**config.mk**
```make
export PLATFORM = sky130hd
export DESIGN_NAME = comm_mem_responder
export DESIGN_NICKNAME = d
export VERILOG_FILES = /design/src/rtl/comm_mem_responder_pkg.sv /design/src/rtl/comm_mem_responder.sv
export SDC_FILE = /design/constraint.sdc
export NUM_CORES = 1
export LEC_CHECK = 0
export CAP_MARGIN = 20
export CORE_MARGIN = 5
export CORE_UTILIZATION = 37
export CTS_CLUSTER_DIAMETER = 120
export DETAILED_ROUTE_END_ITERATION = 12
export GPL_ROUTABILITY_DRIVEN = 0
export MAX_ROUTING_LAYER = met4
export PLACE_DENSITY = 0.79
export SYNTH_ARGS = -nofsm -noshare
export SYNTH_HDL_FRONTEND = slang
export SYNTH_SLANG_ARGS = --single-unit
```
**constraint.sdc**
```tcl
create_clock -name clk -period 2 [get_ports clk]
set_input_delay 0.4 -clock clk [delete_from_list [all_inputs] [get_ports clk]]
set_output_delay 0.4 -clock clk [all_outputs]
set_load 0.01 [all_outputs]
```
**src/rtl/comm_mem_responder_pkg.sv**
```systemverilog
// Shared definitions for the memory-request responder: header layout,
// request/response lengths and FSM state encoding.
package comm_mem_responder_pkg;

   // Header (byte 0) bit positions
   localparam int HDR_WRITE  = 0;
   localparam int HDR_SEL_LO = 1;
   localparam int HDR_SEL_HI = 4;
   localparam int HDR_PORT   = 5;
   localparam int HDR_RSVD   = 6;
   localparam int HDR_ERR    = 7;

   // Message lengths in bytes
   localparam logic [4:0] REQ_RD_LEN   = 5'd5;
   localparam logic [4:0] REQ_WR_LEN   = 5'd9;
   localparam logic [4:0] RESP_RD_LEN  = 5'd5;
   localparam logic [4:0] RESP_ACK_LEN = 5'd1;

   typedef enum logic [1:0] {
      ST_IDLE   = 2'd0,
      ST_ACCESS = 2'd1,
      ST_RDWAIT = 2'd2,
      ST_RESP   = 2'd3
   } state_t;

endpackage

```
**src/rtl/comm_mem_responder.sv**
```systemverilog
// Far-end responder for the memory-request protocol: takes one request off
// the channel, performs the word access on a local synchronous RAM and sends
// exactly one response back before accepting the next request.
module comm_mem_responder
   import comm_mem_responder_pkg::*;
#(
   parameter int MESSAGE_BIT = 72,
   parameter int ADDR_WIDTH  = 17
) (
   input  logic                   clk,
   input  logic                   rst,
   input  logic                   comm_readable,
   input  logic [MESSAGE_BIT-1:0] comm_read_data,
   input  logic [4:0]             comm_read_length,
   output logic                   comm_read_flag,
   input  logic                   comm_writable,
   output logic                   comm_write_flag,
   output logic [MESSAGE_BIT-1:0] comm_write_data,
   output logic [4:0]             comm_write_length,
   output logic                   ram_en,
   output logic [3:0]             ram_we,
   output logic [ADDR_WIDTH-1:0]  ram_addr,
   output logic [31:0]            ram_wdata,
   input  logic [31:0]            ram_rdata,
   output logic [7:0]             err_cnt
);

   state_t                 r_state;
   logic [7:0]             r_hdr;
   logic                   r_bad;
   logic                   r_rd_flag;
   logic                   r_wr_flag;
   logic [MESSAGE_BIT-1:0] r_resp_msg;
   logic [4:0]             r_resp_len;
   logic                   r_ram_en;
   logic [3:0]             r_ram_we;
   logic [ADDR_WIDTH-1:0]  r_ram_addr;
   logic [31:0]            r_ram_wdata;
   logic [7:0]             r_err_cnt;

   logic [7:0]             w_hdr;
   logic                   w_is_wr;
   logic                   w_bad;
   logic                   w_unused;

   // Response message: header in byte 0, word in bytes 1-4, rest zero
   function automatic logic [MESSAGE_BIT-1:0] resp_msg(input logic [7:0]  hdr,
                                                       input logic [31:0] word);
      logic [MESSAGE_BIT-1:0] m;
      m       = '0;
      m[7:0]  = hdr;
      m[39:8] = word;
      return m;
   endfunction

   // Error counter increments but sticks at its maximum
   function automatic logic [7:0] sat_inc(input logic [7:0] v);
      return (v == 8'hFF) ? v : v + 8'd1;
   endfunction

   // Request decode straight off the channel; legality is resolved before
   // latching so the RAM strobe can be registered and appear in ACCESS.
   assign w_hdr    = comm_read_data[7:0];
   assign w_is_wr  = w_hdr[HDR_WRITE];
   assign w_bad    = w_hdr[HDR_ERR] |
                     (comm_read_length != (w_is_wr ? REQ_WR_LEN : REQ_RD_LEN));
   assign w_unused = ^comm_read_data;

   // Flags are masked by reset so a pulse registered just before reset is
   // never seen by the channel while reset is held.
   assign comm_read_flag    = r_rd_flag & ~rst;
   assign comm_write_flag   = r_wr_flag & ~rst;
   assign comm_write_data   = r_resp_msg;
   assign comm_write_length = r_resp_len;
   assign ram_en            = r_ram_en;
   assign ram_we            = r_ram_we;
   assign ram_addr          = r_ram_addr;
   assign ram_wdata         = r_ram_wdata;
   assign err_cnt           = r_err_cnt;

   // Request/response FSM with all outputs registered
   always_ff @(posedge clk) begin
      if (rst) begin
         r_state     <= ST_IDLE;
         r_hdr       <= '0;
         r_bad       <= 1'b0;
         r_rd_flag   <= 1'b0;
         r_wr_flag   <= 1'b0;
         r_resp_msg  <= '0;
         r_resp_len  <= '0;
         r_ram_en    <= 1'b0;
         r_ram_we    <= '0;
         r_ram_addr  <= '0;
         r_ram_wdata <= '0;
         r_err_cnt   <= '0;
      end else begin
         r_rd_flag <= 1'b0;
         r_wr_flag <= 1'b0;
         r_ram_en  <= 1'b0;
         r_ram_we  <= '0;
         case (r_state)
            ST_IDLE: begin
               if (comm_readable) begin
                  r_rd_flag   <= 1'b1;
                  r_hdr       <= w_hdr;
                  r_bad       <= w_bad;
                  // Word address drops the byte offset; upper bits alias
                  r_ram_addr  <= comm_read_data[ADDR_WIDTH+9:10];
                  r_ram_wdata <= comm_read_data[71:40];
                  r_ram_en    <= ~w_bad;
                  r_ram_we    <= (w_is_wr & ~w_bad) ? w_hdr[HDR_SEL_HI:HDR_SEL_LO] : 4'b0000;
                  r_state     <= ST_ACCESS;
               end
            end
            ST_ACCESS: begin
               if (r_bad) begin
                  r_err_cnt  <= sat_inc(r_err_cnt);
                  r_resp_msg <= resp_msg(r_hdr | 8'h80, 32'h0);
                  r_resp_len <= RESP_ACK_LEN;
                  r_state    <= ST_RESP;
               end else if (r_hdr[HDR_WRITE]) begin
                  r_resp_msg <= resp_msg(r_hdr, 32'h0);
                  r_resp_len <= RESP_ACK_LEN;
                  r_state    <= ST_RESP;
               end else begin
                  r_state    <= ST_RDWAIT;
               end
            end
            ST_RDWAIT: begin
               r_resp_msg <= resp_msg(r_hdr & 8'h7F, ram_rdata);
               r_resp_len <= RESP_RD_LEN;
               r_state    <= ST_RESP;
            end
            ST_RESP: begin
               if (comm_writable) begin
                  r_wr_flag <= 1'b1;
                  r_state   <= ST_IDLE;
               end
            end
            default: r_state <= ST_IDLE;
         endcase
      end
   end

endmodule

```
==> flow_metrics.tcl <==
set metrics [dict create \
    status "finished clean" \
    seq_area_frac_synth_pct 55.1 \
    crit_family "buffers and inverters" \
    syn_area_per_cell_um2 10.4 \
    relSlewSlack_pct 61.3 \
    reg2reg_from "r_state[1]" \
    synth_most_common_cell "dfxtp_1" \
    cp_max_fo 1 \
    netlist.area_leader.share_pct 55.1 \
    wl_um 12200 \
    fin_nets 729 \
    rsz0062_at_grt "no" \
    die_w_um 117 \
    clk_pin_slew_ns 0.05 \
    synth_ff_type "dfxtp_1" \
    maxCapViolCount 0 \
    cpPeakStageDelay_ns 0.60 \
    tritoncts "yes" \
    grt.overflow.total 0 \
    period_share_pct 91.3 \
    vias_per_cell 4.83 \
    cts-root-buf "clkbuf_16" \
    cts-buffers-inserted 17 \
    crit_chain "nor2b_1 > clkdlybuf4s50_1" \
    report.final.slew_viol_count 0 \
    async_reset_ff_share_pct 0 \
    vias 3703 \
    post-cts-setup-buffer-count 0 \
    die_y_um 117 \
    final-hold-violation-count 0 \
    clock.fmax_ghz 0.548 \
    synth_edf_count 0 \
    ys_top_cells_by_count "dfxtp_1, a22o_1, nor2_1" \
    cts_sinks 117 \
    finalPower_w 0.00877 \
    routedWlPerCell_um 15.9 \
    synth_area_leaders "dfxtp_1, a22o_1, buf_4" \
    power.density_nw_per_um2 1270 \
    dieArea_um2 13700 \
    syn_to_final_growth_pct 62.8 \
    initial_core_util_pct 37.6 \
    hold_class "reg2reg" \
    whs_ns 0.465 \
    grt_util_all_layers_pct 18.1 \
    num_rows 39 \
    crit_slowest_cell "clkdlybuf4s50_1" \
    reg2reg_slack_ns 0.22 \
    ys_ff_latch 117 \
    setup_viol 0 \
    place_inst 734 \
    syn-instance-count 410 \
    drcViolationCount 0 \
    peakVddDrop_uv 660 \
    clock_path_buffers 2 \
    grt_pass1_wl_um 18600 \
    final_cells 766 \
    drive_gt1_share_pct 7.54 \
    grt_max_degree 55 \
    worstHoldStart "r_hdr[5]" \
    path_buf_inv 1 \
    htree_num_levels 4 \
    clk_latency_ns 0.40 \
    drt_pass1_iterations 4 \
    worstHoldEndpoint "comm_write_data[5]" \
    ff2ff_path_depth 7 \
    startpoint_type "register" \
    dp_hpwl_um 8960 \
    n_antenna_cell 0 \
    io_pins 254 \
    syn_area_um2 4250 \
    cp-end-kind "output pin" \
    core-area_um2 11300 \
    yosysTopAreaCell "dfxtp_1" \
    p_leak_nw 2.69 \
    drtIter0Drc 127 \
    yosys_warnings 0 \
    arrival_ns 1.43 \
    r2r-end "comm_write_data[15]" \
    hold_path_depth 2 \
    antenna_left 0 \
    crit_type "reg2out" \
    finalClockSkew_ns 0.00750 \
    grt_pass1_vias 3795 \
    cp_data_required_time_ns 1.60 \
    portBuffers 203 \
    tns_ns 0 \
    worstMarginPinSlew_ns 0.581 \
    finalCriticalPeriod_ns 1.83 \
    synth.distinct_cells 38 \
    antenna_found_initial 0 \
]
## per-layer routing
metal | vias up | track usage [%] | wire (um)
li1 | 1792 | - | -
met1 | 1732 | 20.5 | 4800
met2 | 158 | 29.6 | 6110
met3 | 21 | 5.96 | 1020
met4 | 0 | 7.26 | 218
met5 | - | - | 0
## what timing repair did
| item | 4_1_cts | 5_1_grt |
|---|---|---|
| gates resized for setup | 0 | 2 |
| setup endpoints to repair | 0 | 38 |
| endpoints found under the hold margin | 0 | 0 |
| hold buffers | 0 | 0 |
## state kept, by name (all words and copies together) (netlist names)
register and cells:
comm_write_data 40, r_rd_flag 1, ram_we 4, r_wr_flag 1, comm_write_length 2, ram_en 1, r_hdr 8, ram_addr 17
ram_wdata 32, r_state 2, r_bad 1, err_cnt 8
## cell type report
| class | instances | area [um^2] |
|---|---|---|
| repair buffers | 210 | 2100 |
| fillers | 926 | 4400 |
| inverters | 7 | 26.3 |
| flip-flops and latches | 117 | 2340 |
| clock inverters | 13 | 206 |
| clock buffers | 19 | 433 |
| multi-input cells | 257 | 1630 |
| well taps | 143 | 179 |
## power breakdown
part           total [W]  internal [W]  switching (W)  leakage, nW
Sequential       0.00302       0.00276       0.000262        0.954
Clock            0.00325       0.00220        0.00104        0.295
Combinational    0.00251       0.00129        0.00121         1.44
Total            0.00877       0.00625        0.00252         2.69
## worst min-delay path, stage by stage, from the launching register on
cell and delay [ns]:
dfxtp_1 0.31, nand2_1 0.06, a21oi_1 0.05
## logic make-up (layout without fill, tap and decap cells)
group / Yosys count / in the layout / synth area share [%]
multiplexers: 3 / 3 / 0.706
adder cells (fa/ha/maj): 6 / 6 / 1.77
other: 1 / 35 / 0.0882
flip-flops: 117 / 117 / 55.1
AO/OA/AOI/OAI: 117 / 117 / 21.2
XOR/XNOR: 1 / 1 / 0.206
buffers and inverters: 70 / 249 / 10.0
AND/OR/NAND/NOR: 95 / 95 / 10.9
## stage by stage
stage	cell area (um^2)	util [%]	setup slack [ns]
floorplan	4380	-	0.469
global placement	6280	55.4	0.199
detailed placement	6280	55.4	0.0895
CTS	6920	61.1	0.0922
global route	6920	61.1	0.0572
finish	6920	61.1	0.175
## cells in the final DEF, fill, tap and decap left out, types with 4 or more instances in the layout
master,synthesis,final
clkdlybuf4s50_1,0,202
bufinv_16,0,5
conb_1,1,35
a21oi_1,15,13
inv_1,7,7
nor2_1,45,45
clkinvlp_4,0,5
and2_1,4,4
ha_1,6,5
buf_4,38,5
o21ai_0,4,4
clkbuf_16,0,17
nor3_1,6,6
dfxtp_1,117,117
a22o_1,57,57
nand2_1,19,19
a22oi_1,32,32
## how the worst max path moves through the flow
stage | startpoint | endpoint | slack (ns) | cells after the start
after floorplan | r_state[1] | r_hdr[5] | 0.47 | 7
after CTS | r_state[1] | comm_write_data[15] | 0.09 | 7
after detailed placement | r_state[1] | comm_write_data[15] | 0.09 | 7
after global routing | r_state[1] | comm_write_data[12] | 0.06 | 7
final | r_rd_flag | comm_read_flag | 0.17 | 2
after global placement | comm_readable | ram_we[1] | 0.20 | 5
Note: power is estimated with default switching activity, not from simulation.
